<file path="src/rtl/riscv_v_pkg.sv">
// Shared types and constants for the RISC-V vector configuration (vsetvl*) logic.
package riscv_v_pkg;

  localparam int RISCV_V_XLEN = 32;

  typedef enum logic [1:0] {
    VSET_VSETVLI  = 2'd0,
    VSET_VSETIVLI = 2'd1,
    VSET_VSETVL   = 2'd2
  } riscv_v_vset_op_e;

  typedef struct packed {
    logic                    vill;
    logic [RISCV_V_XLEN-10:0] rsvd;
    logic                    vma;
    logic                    vta;
    logic [2:0]              vsew;
    logic [2:0]              vlmul;
  } riscv_v_vtype_t;

  typedef logic [RISCV_V_XLEN-1:0] riscv_v_vl_t;

  localparam int VTYPE_VLMUL_OFF = 0;
  localparam int VTYPE_VSEW_OFF  = 3;
  localparam int VTYPE_VTA_BIT   = 6;
  localparam int VTYPE_VMA_BIT   = 7;

  localparam logic [2:0] LMUL_1    = 3'b000;
  localparam logic [2:0] LMUL_2    = 3'b001;
  localparam logic [2:0] LMUL_4    = 3'b010;
  localparam logic [2:0] LMUL_8    = 3'b011;
  localparam logic [2:0] LMUL_RSVD = 3'b100;
  localparam logic [2:0] LMUL_F8   = 3'b101;
  localparam logic [2:0] LMUL_F4   = 3'b110;
  localparam logic [2:0] LMUL_F2   = 3'b111;

  // Everything above vma is reserved, including the vill position of an rs2 source.
  localparam logic [63:0] VTYPE_RSVD_MASK = 64'hFFFF_FFFF_FFFF_FF00;

endpackage

</file>
<file path="src/rtl/riscv_v_vtype_decode.sv">
// Combinational vtype legality check and VLMAX computation.
module riscv_v_vtype_decode
  import riscv_v_pkg::*;
#(
  parameter int XLEN = 32,
  parameter int VLEN = 128,
  parameter int ELEN = 32
) (
  input  logic [XLEN-1:0] vtype_raw,
  output logic            vill,
  output logic [XLEN-1:0] vlmax
);

  localparam int ELEN_LOG2 = $clog2(ELEN);
  localparam logic [XLEN-1:0] VLEN_W = XLEN'(VLEN);

  logic [2:0] vlmul;
  logic [2:0] vsew;
  logic [2:0] frac_k;
  logic [3:0] sew_log2;
  logic       frac;
  logic       rsvd_set;
  logic       sew_bad;
  logic       frac_bad;

  assign vlmul    = vtype_raw[VTYPE_VLMUL_OFF +: 3];
  assign vsew     = vtype_raw[VTYPE_VSEW_OFF +: 3];
  assign rsvd_set = |(vtype_raw & VTYPE_RSVD_MASK[XLEN-1:0]);
  assign frac     = vlmul[2];
  // 111/110/101 encode 1/2, 1/4, 1/8, so the negated encoding is the shift k
  assign frac_k   = 3'd0 - vlmul;
  assign sew_log2 = {1'b0, vsew} + 4'd3;

  assign sew_bad  = int'(sew_log2) > ELEN_LOG2;
  assign frac_bad = frac && ((int'(sew_log2) + int'(frac_k)) > ELEN_LOG2);
  assign vill     = (vlmul == LMUL_RSVD) || sew_bad || frac_bad || rsvd_set;

  always_comb begin
    vlmax = '0;
    if (frac) begin
      vlmax = VLEN_W >> (sew_log2 + {1'b0, frac_k});
    end else begin
      vlmax = (VLEN_W << vlmul[1:0]) >> sew_log2;
    end
  end

endmodule

</file>
<file path="src/rtl/riscv_v_vsetvl.sv">
// vsetvli / vsetivli / vsetvl execution: decode vtype, compute vl, write CSRs and return rd.
module riscv_v_vsetvl
  import riscv_v_pkg::*;
#(
  parameter int XLEN = 32,
  parameter int VLEN = 128,
  parameter int ELEN = 32
) (
  input  logic             clk,
  input  logic             rst,
  input  logic             req_valid,
  output logic             req_ready,
  input  riscv_v_vset_op_e req_op,
  input  logic             rs1_is_x0,
  input  logic             rd_is_x0,
  input  logic [XLEN-1:0]  rs1_data,
  input  logic [XLEN-1:0]  rs2_data,
  input  logic [10:0]      zimm,
  input  logic [4:0]       uimm,
  input  riscv_v_vl_t      vl_cur,
  output riscv_v_vtype_t   vtype_data_out,
  output logic             vtype_wr_en,
  output riscv_v_vl_t      vl_data_out,
  output logic             vl_wr_en,
  output logic             vstart_wr_en,
  output logic             rsp_valid,
  input  logic             rsp_ready,
  output logic [XLEN-1:0]  rsp_rd_data
);

  typedef enum logic [1:0] {
    ST_IDLE,
    ST_CALC,
    ST_COMMIT,
    ST_RESP
  } state_e;

  state_e           state_q, state_d;
  riscv_v_vset_op_e op_q, op_d;
  logic             rs1_x0_q, rs1_x0_d;
  logic             rd_x0_q, rd_x0_d;
  logic [XLEN-1:0]  rs1_data_q, rs1_data_d;
  logic [XLEN-1:0]  rs2_data_q, rs2_data_d;
  logic [10:0]      zimm_q, zimm_d;
  logic [4:0]       uimm_q, uimm_d;
  logic             req_ready_q, req_ready_d;
  logic             wr_en_q, wr_en_d;
  logic             rsp_valid_q, rsp_valid_d;
  logic [XLEN-1:0]  rd_data_q, rd_data_d;
  riscv_v_vtype_t   vtype_q, vtype_d;
  riscv_v_vl_t      vl_q, vl_d;

  logic [XLEN-1:0]  vtype_src;
  logic [XLEN-1:0]  avl;
  logic [XLEN-1:0]  vlmax;
  logic [XLEN-1:0]  vl_new;
  logic             vill;
  riscv_v_vtype_t   vtype_new;

  assign vtype_src = (op_q == VSET_VSETVL) ? rs2_data_q : {{(XLEN-11){1'b0}}, zimm_q};

  riscv_v_vtype_decode #(
    .XLEN (XLEN),
    .VLEN (VLEN),
    .ELEN (ELEN)
  ) u_decode (
    .vtype_raw (vtype_src),
    .vill      (vill),
    .vlmax     (vlmax)
  );

  always_comb begin
    avl = XLEN'(vl_cur);
    if (op_q == VSET_VSETIVLI) begin
      avl = {{(XLEN-5){1'b0}}, uimm_q};
    end else if (!rs1_x0_q) begin
      avl = rs1_data_q;
    end else if (!rd_x0_q) begin
      avl = '1;
    end
  end

  always_comb begin
    vl_new    = vill ? '0 : ((avl < vlmax) ? avl : vlmax);
    vtype_new = '0;
    if (vill) begin
      vtype_new.vill = 1'b1;
    end else begin
      vtype_new.vlmul = vtype_src[VTYPE_VLMUL_OFF +: 3];
      vtype_new.vsew  = vtype_src[VTYPE_VSEW_OFF +: 3];
      vtype_new.vta   = vtype_src[VTYPE_VTA_BIT];
      vtype_new.vma   = vtype_src[VTYPE_VMA_BIT];
    end
  end

  always_comb begin
    state_d     = state_q;
    op_d        = op_q;
    rs1_x0_d    = rs1_x0_q;
    rd_x0_d     = rd_x0_q;
    rs1_data_d  = rs1_data_q;
    rs2_data_d  = rs2_data_q;
    zimm_d      = zimm_q;
    uimm_d      = uimm_q;
    req_ready_d = req_ready_q;
    wr_en_d     = 1'b0;
    rsp_valid_d = rsp_valid_q;
    rd_data_d   = rd_data_q;
    vtype_d     = vtype_q;
    vl_d        = vl_q;
    case (state_q)
      ST_IDLE: begin
        req_ready_d = 1'b1;
        if (req_valid && req_ready_q) begin
          op_d        = req_op;
          rs1_x0_d    = rs1_is_x0;
          rd_x0_d     = rd_is_x0;
          rs1_data_d  = rs1_data;
          rs2_data_d  = rs2_data;
          zimm_d      = zimm;
          uimm_d      = uimm;
          req_ready_d = 1'b0;
          state_d     = ST_CALC;
        end
      end
      ST_CALC: begin
        vtype_d     = vtype_new;
        vl_d        = riscv_v_vl_t'(vl_new);
        rd_data_d   = vl_new;
        wr_en_d     = 1'b1;
        rsp_valid_d = 1'b1;
        state_d     = ST_COMMIT;
      end
      ST_COMMIT, ST_RESP: begin
        state_d = ST_RESP;
        if (rsp_ready) begin
          rsp_valid_d = 1'b0;
          req_ready_d = 1'b1;
          state_d     = ST_IDLE;
        end
      end
      default: state_d = ST_IDLE;
    endcase
  end

  always_ff @(posedge clk or posedge rst) begin
    if (rst) begin
      state_q     <= ST_IDLE;
      op_q        <= VSET_VSETVLI;
      rs1_x0_q    <= 1'b0;
      rd_x0_q     <= 1'b0;
      rs1_data_q  <= '0;
      rs2_data_q  <= '0;
      zimm_q      <= '0;
      uimm_q      <= '0;
      req_ready_q <= 1'b0;
      wr_en_q     <= 1'b0;
      rsp_valid_q <= 1'b0;
      rd_data_q   <= '0;
      vtype_q     <= '0;
      vl_q        <= '0;
    end else begin
      state_q     <= state_d;
      op_q        <= op_d;
      rs1_x0_q    <= rs1_x0_d;
      rd_x0_q     <= rd_x0_d;
      rs1_data_q  <= rs1_data_d;
      rs2_data_q  <= rs2_data_d;
      zimm_q      <= zimm_d;
      uimm_q      <= uimm_d;
      req_ready_q <= req_ready_d;
      wr_en_q     <= wr_en_d;
      rsp_valid_q <= rsp_valid_d;
      rd_data_q   <= rd_data_d;
      vtype_q     <= vtype_d;
      vl_q        <= vl_d;
    end
  end

  assign req_ready      = req_ready_q;
  assign vtype_wr_en    = wr_en_q;
  assign vl_wr_en       = wr_en_q;
  assign vstart_wr_en   = wr_en_q;
  assign vtype_data_out = vtype_q;
  assign vl_data_out    = vl_q;
  assign rsp_valid      = rsp_valid_q;
  assign rsp_rd_data    = rd_data_q;

endmodule

</file>
<file path="config.mk">
export PLATFORM = sky130hd
export DESIGN_NAME = riscv_v_vsetvl
export DESIGN_NICKNAME = d
export VERILOG_FILES = /design/src/rtl/riscv_v_pkg.sv /design/src/rtl/riscv_v_vtype_decode.sv /design/src/rtl/riscv_v_vsetvl.sv
export SDC_FILE = /design/constraint.sdc
export NUM_CORES = 1
export LEC_CHECK = 0
export BUFFER_PORTS_ARGS = -buffer_cell sky130_fd_sc_hd__buf_2
export CAP_MARGIN = 20
export CORE_UTILIZATION = 52
export CTS_BUF_LIST = sky130_fd_sc_hd__clkbuf_4
export CTS_CLUSTER_DIAMETER = 60
export DETAILED_ROUTE_END_ITERATION = 6
export MAX_ROUTING_LAYER = met4
export PLACE_DENSITY = 0.83
export SYNTH_ARGS = -nofsm -noshare
export SYNTH_HDL_FRONTEND = slang
export SYNTH_SLANG_ARGS = --single-unit
</file>
<file path="constraint.sdc">
create_clock -name clk -period 5 [get_ports clk]
set_input_delay 0.5 -clock clk [delete_from_list [all_inputs] [get_ports clk]]
set_output_delay 0.5 -clock clk [all_outputs]
set_load 0.01 [all_outputs]
</file>
* Yosys cells after proc, flatten, opt, wreduce, memory -nomap -nowiden
Index checks and enable logic that the tools add are counted.
** Operators by class
- Add/subtract/negate cells :: 4
- Magnitude comparators :: 3
- Equal/unequal tests :: 8
- Shift operators :: 3
- Mux-type cells :: 18
- Reductions and logical operators :: 13
** Operator list (count)
- $mux W32 :: 7
- $gt A32 B4 Y1 const B :: 1
- $lt A32 B32 Y1 :: 1
- $shl A8 B2 Y32 const A :: 1
- $shr A32 B4 Y32 :: 1
- $shr A8 B4 Y32 const A :: 1
- $reduce_or A24 Y1 :: 1
- $mux W8 :: 1
- $eq A2 B2 Y1 const B :: 3
- $pmux W2 S3 :: 1
- $reduce_and A2 Y1 :: 3
- $add A4 B3 Y5 :: 1
- $mux W1 :: 5
- $add A3 B2 Y4 const B :: 1
- $add A4 B3 Y4 :: 1
- $eq A2 B1 Y1 const B :: 2
- $gt A4 B3 Y1 const B :: 1
- $mux W2 :: 2
- $ne A2 B2 Y1 const B :: 2
- $pmux W1 S2 :: 2
- $reduce_bool A2 Y1 :: 2
- $eq A3 B3 Y1 const B :: 1
- $logic_or A1 B1 Y1 :: 3
- $sub A1 B3 Y3 const A :: 1
- 3 further kinds :: 4
** Storage, ports and cells
- Register bits after elaboration :: 130
- Input bits :: 120
- Output and inout port bits :: 101
- Logic and storage cells :: 66

* Depth between registers and ports, before layout
- Depth after elaboration :: 9
- Mapped depth :: 23
- Gate-level depth less buffers :: 21

* Hierarchy
Synthesis repeated with hierarchy kept, for this count alone.
** Unflattened totals
- Cells, all modules :: 812
- Area total of the unflattened synthesis :: 8154.1 um^2
** By module, submodules not included
- riscv_v_vsetvl :: instances 1, cells each 674, area an instance 7215.7 um^2
- riscv_v_vtype_decode :: instances 1, cells each 138, area an instance 938.4 um^2

* Worst setup path after synthesis
No wires, ideal clock.
- Path kind :: reg2reg
- Start point :: register op_q[1]
- End point :: register vl_q[2], in the netlist vl_data_out[2]
- Setup time :: 104 ps
- Arrival :: 4427 ps
- Required time :: 4896 ps
- Path slack :: 469 ps
- Cell stages (with the launch flop) :: 20
- Path buffers :: 1
- Cells stage by stage :: dfrtp_1 > nor2b_1 > buf_6 > mux2i_1 > inv_1 > ha_1 > inv_1 > ha_1 > a21oi_1 > o21ai_4 > xnor2_2 > or2_2 > o22a_1 > ha_1 > nand4_1 > nor2_1 > a2111oi_0 > o21ai_1 > or4b_1 > o311ai_1
** Between the ends
- Word-level cells in the longest chain between the ends :: 9
- Elaborated cells on any way between the ends :: 23
- Those cells by class :: add/sub (4); order compare (3); eq/ne (3); shift (3); mux (5); reduce/logical (5)
** Ends and longest elaborated chain
- start, declared :: line riscv_v_vsetvl.sv:39 : riscv_v_vset_op_e op_q, op_d;
- start signal, assigned :: line riscv_v_vsetvl.sv:164 : op_q <= op_d;
- $eq A2 B2 Y1 :: line riscv_v_vsetvl.sv:60 : assign vtype_src = (op_q == VSET_VSETVL) ? rs2_data_q : {{(XLEN-11){1'b0}}, zimm_q};
- $mux W32 :: line riscv_v_vsetvl.sv:60
- $add A3 B2 Y4 or $sub A1 B3 Y3 (tied branches) :: line riscv_v_vtype_decode.sv:32, riscv_v_vtype_decode.sv:31
- $add A4 B3 Y4 or $add A4 B3 Y5 (tied branches) :: line riscv_v_vtype_decode.sv:41, riscv_v_vtype_decode.sv:35
- $shr A8 B4 Y32 or $gt A32 B4 Y1 (tied branches) :: line riscv_v_vtype_decode.sv:41, riscv_v_vtype_decode.sv:35
- $mux W32 or $logic_and A1 B1 Y1 (tied branches) :: line riscv_v_vtype_decode.sv:40, riscv_v_vtype_decode.sv:35
- $lt A32 B32 Y1 or $logic_or A1 B1 Y1 (tied branches) :: line riscv_v_vsetvl.sv:84, riscv_v_vtype_decode.sv:36
- $mux W32 or $logic_or A1 B1 Y1 (tied branches) :: line riscv_v_vsetvl.sv:84, riscv_v_vtype_decode.sv:36
- $mux W32 (*) :: line riscv_v_vsetvl.sv:84 : vl_new = vill ? '0 : ((avl < vlmax) ? avl : vlmax);
- end signal, assigned :: line riscv_v_vsetvl.sv:176 : vl_q <= vl_d;
- end, declared :: line riscv_v_vsetvl.sv:51 : riscv_v_vl_t vl_q, vl_d;
Every way passes the cells marked *; elsewhere a longest branch is shown, timed or not.
A chain may end at the register's enable or synchronous reset.

* Final worst setup path
- Start point :: register op_q[0]
- End point :: register vl_q[3], in the netlist vl_data_out[3]
Same word-level chain as after synthesis.

==> impl_metrics.tcl <==
set metrics [dict create \
    crit_chain "nor2b_2, buf_12, mux2i_2, inv_1, ha_1, inv_1, ha_1, a21oi_2, o21ai_4, xnor2_2, or2_2, o22a_1, ha_1, nand4_1, nor2_1, a2111oi_2, o21ai_2, or4b_1, o311ai_1" \
    avgSynthCellArea_um2 11.9 \
    grt_max_degree 88 \
    synthTopCellsByArea "dfrtp_1, mux2_2, buf_4, and2_1, ha_1" \
    crit_buf_inv 3 \
    synth_ff_type "dfrtp_1" \
    grt_pass1_wl_um 22700 \
    post_drt_via_cell_ratio 5.40 \
    vias 4695 \
    core_area_um2 12000 \
    wl_per_cell_um 16.2 \
    synth.most_common_cell "dfrtp_1" \
    grt_usage 0.240 \
    finClkSkew_ps 10.1 \
    stdcell_count 870 \
    dieWidth_um 113 \
    routed_wirelength_um 14100 \
    nets 841 \
    relSlewSlack 0.290 \
    drtAntennaViolNets 0 \
    rsz0062_at_grt "no" \
    fmax_mhz 215 \
    powerDensity_nw_per_um2 655 \
    maxCapViolations 0 \
    hold_violations 0 \
    htree_levels 4 \
    outcome "finished clean" \
    crit_required_ps 5450 \
    synth-seq-area-share 0.509 \
    drt_iter0_drc 186 \
    n_antenna_cell 0 \
    cts_num_sinks 130 \
    cp_max_fo 18 \
    fin_crit_sh 0.929 \
    synth_top_area_cell "dfrtp_1" \
    numCtsBuffers 17 \
    drv_slew 0 \
    fin_ws_ps 354 \
    globalplace.congestion 0.890 \
    dr.pass1.iters 4 \
    min_period_ps 4650 \
    p_leak_nw 3.70 \
    clk_pin_slew_ps 110 \
    row_count 40 \
    post-dp-hpwl_um 10600 \
    fill_cells 977 \
    syn_area_um2 6400 \
    io_pins 221 \
    cp_slowest_stage_delay_ps 530 \
    grt-ovfl-total 0 \
    ys_async_sr_fraction 1.00 \
    worst_setup_path_start_kind "flip-flop" \
    die_area_um2 12700 \
    clockBufferDepth 2 \
    synth-seq-cells 130 \
    drc_errors 0 \
    clockRootBuffer "clkbuf_4" \
    ys_warn_count 0 \
    die_h_um 113 \
    synth_common_cells "dfrtp_1, mux2_2, buf_4" \
    clkLatencyLatePin_ps 550 \
    port_buffers 197 \
    synth_top_area_frac 0.509 \
    cp_top_family "simple AND/OR/NAND/NOR gates" \
    ys_types 57 \
    end_kind "flip-flop" \
    ir_drop_uv 380 \
    antenna_found_initial 0 \
    tns_ps 0 \
    setup_viol 0 \
    pre_cts_slack_ps 112 \
    hold_path.class "input pin to flip-flop" \
    dp_cells 834 \
    start_util 0.533 \
    arrival_ps 5100 \
    grt_pass1_vias 4761 \
    tightest_slew_ps 1060 \
    total_power_mw 4.95 \
    area.growth.synth_to_final_pct 18.2 \
    synth_edf_count 0 \
    cts_tree "done" \
    cp_slowest_cell "or4b_1" \
    crit_top_cell "ha_1" \
    postSynthCellCount 539 \
    whs_ps 143 \
    crit_type "flip-flop to flip-flop" \
    drive_gt1_frac 0.473 \
]
[worst reg2reg max path, cell delays in order, from the launching register on]
cell and delay [ps]:
dfrtp_1 430, nor2b_2 160, buf_12 170, mux2i_2 250
inv_1 150, ha_1 300, inv_1 40, ha_1 340
a21oi_2 200, o21ai_4 90, xnor2_2 170, or2_2 340
o22a_1 240, ha_1 320, nand4_1 130, nor2_1 70
a2111oi_2 370, o21ai_2 170, or4b_1 530, o311ai_1 90
[where the power goes]
| group | leakage (nW) | switching, mW | internal, mW |
|---|---|---|---|
| Combinational | 1.93 | 1.28 | 1.19 |
| Clock | 0.149 | 0.391 | 0.340 |
| Sequential | 1.62 | 0.304 | 1.45 |
| Total | 3.70 | 1.97 | 2.97 |
[layout make-up]
type	count	area [um^2]	share of cell area
timing repair buffer	209	1110	0.147
multi-input combinational	345	2690	0.356
tap	147	184	0.0243
sequential	130	3250	0.430
inverter	7	28.8	0.00381
clock buffer	17	128	0.0169
clock inverter	15	165	0.0218
[metal layers]
layer / global-route usage / wire (um) / vias up
li1: - / - / 2204
met4: 0.0921 / 261 / 0
met2: 0.401 / 7230 / 166
met5: - / 0 / -
met3: 0.0696 / 814 / 25
met1: 0.274 / 5770 / 2300
[placed cells by master, fill, tap and decap left out, types with 7 or more instances in the layout]
cell type / instances
nor4_1: 10
ha_1: 10
clkbuf_4: 17
nor2_1: 12
mux2i_1: 7
o22ai_1: 8
conb_1: 23
dfrtp_1: 130
or3_1: 7
nand2_1: 32
buf_2: 197
o21ai_0: 23
or4_1: 8
buf_4: 9
nand3_1: 7
mux2_2: 83
and2_1: 28
a21oi_1: 8
[repair_timing]
item                                    CTS  global route
endpoints found under the setup margin    0             8
buffers inserted                          0             2
hold endpoints to repair                  0             8
gates resized for setup                   0             7
hold buffers                              0             1
[final timing paths]
check,startpoint,to,slack (ps),depth (start not counted)
max in group asynchronous,rst,zimm_q[3],3830,4
min,rsp_ready,state_q[1],140,2
min reg2reg,vtype_data_out[0],vtype_data_out[0],490,2
max,op_q[0],vl_data_out[3],350,19
min in group asynchronous,rst,rs1_data_q[5],400,3
max reg2reg,op_q[0],vl_data_out[3],350,19
[metrics by stage]
step | util | cell area [um^2]
6_report | 0.629 | 7560
3_5_place_dp | 0.599 | 7190
4_1_cts | 0.623 | 7490
3_3_place_gp | 0.599 | 7190
5_1_grt | 0.629 | 7560
2_1_floorplan | - | 6480
[sequential cells by signal, indices dropped and copies added (netlist names)]
register        flops
rs1_data_q         32
rs2_data_q         32
vl_data_out        32
zimm_q             11
vtype_data_out      9
uimm_q              5
op_q                2
state_q             2
rd_x0_q             1
req_ready           1
rs1_x0_q            1
rsp_valid           1
vl_wr_en            1
[logic make-up after synthesis]
group	after synthesis	share of synthesized area
flops	130	0.509
fa+ha+maj	11	0.0227
buf+inv	86	0.0880
mux	94	0.168
other cells	1	0.000586
simple gates	133	0.116
xor+xnor	10	0.0149
compound gates	74	0.0816
Power figures use the tool's default switching activity.
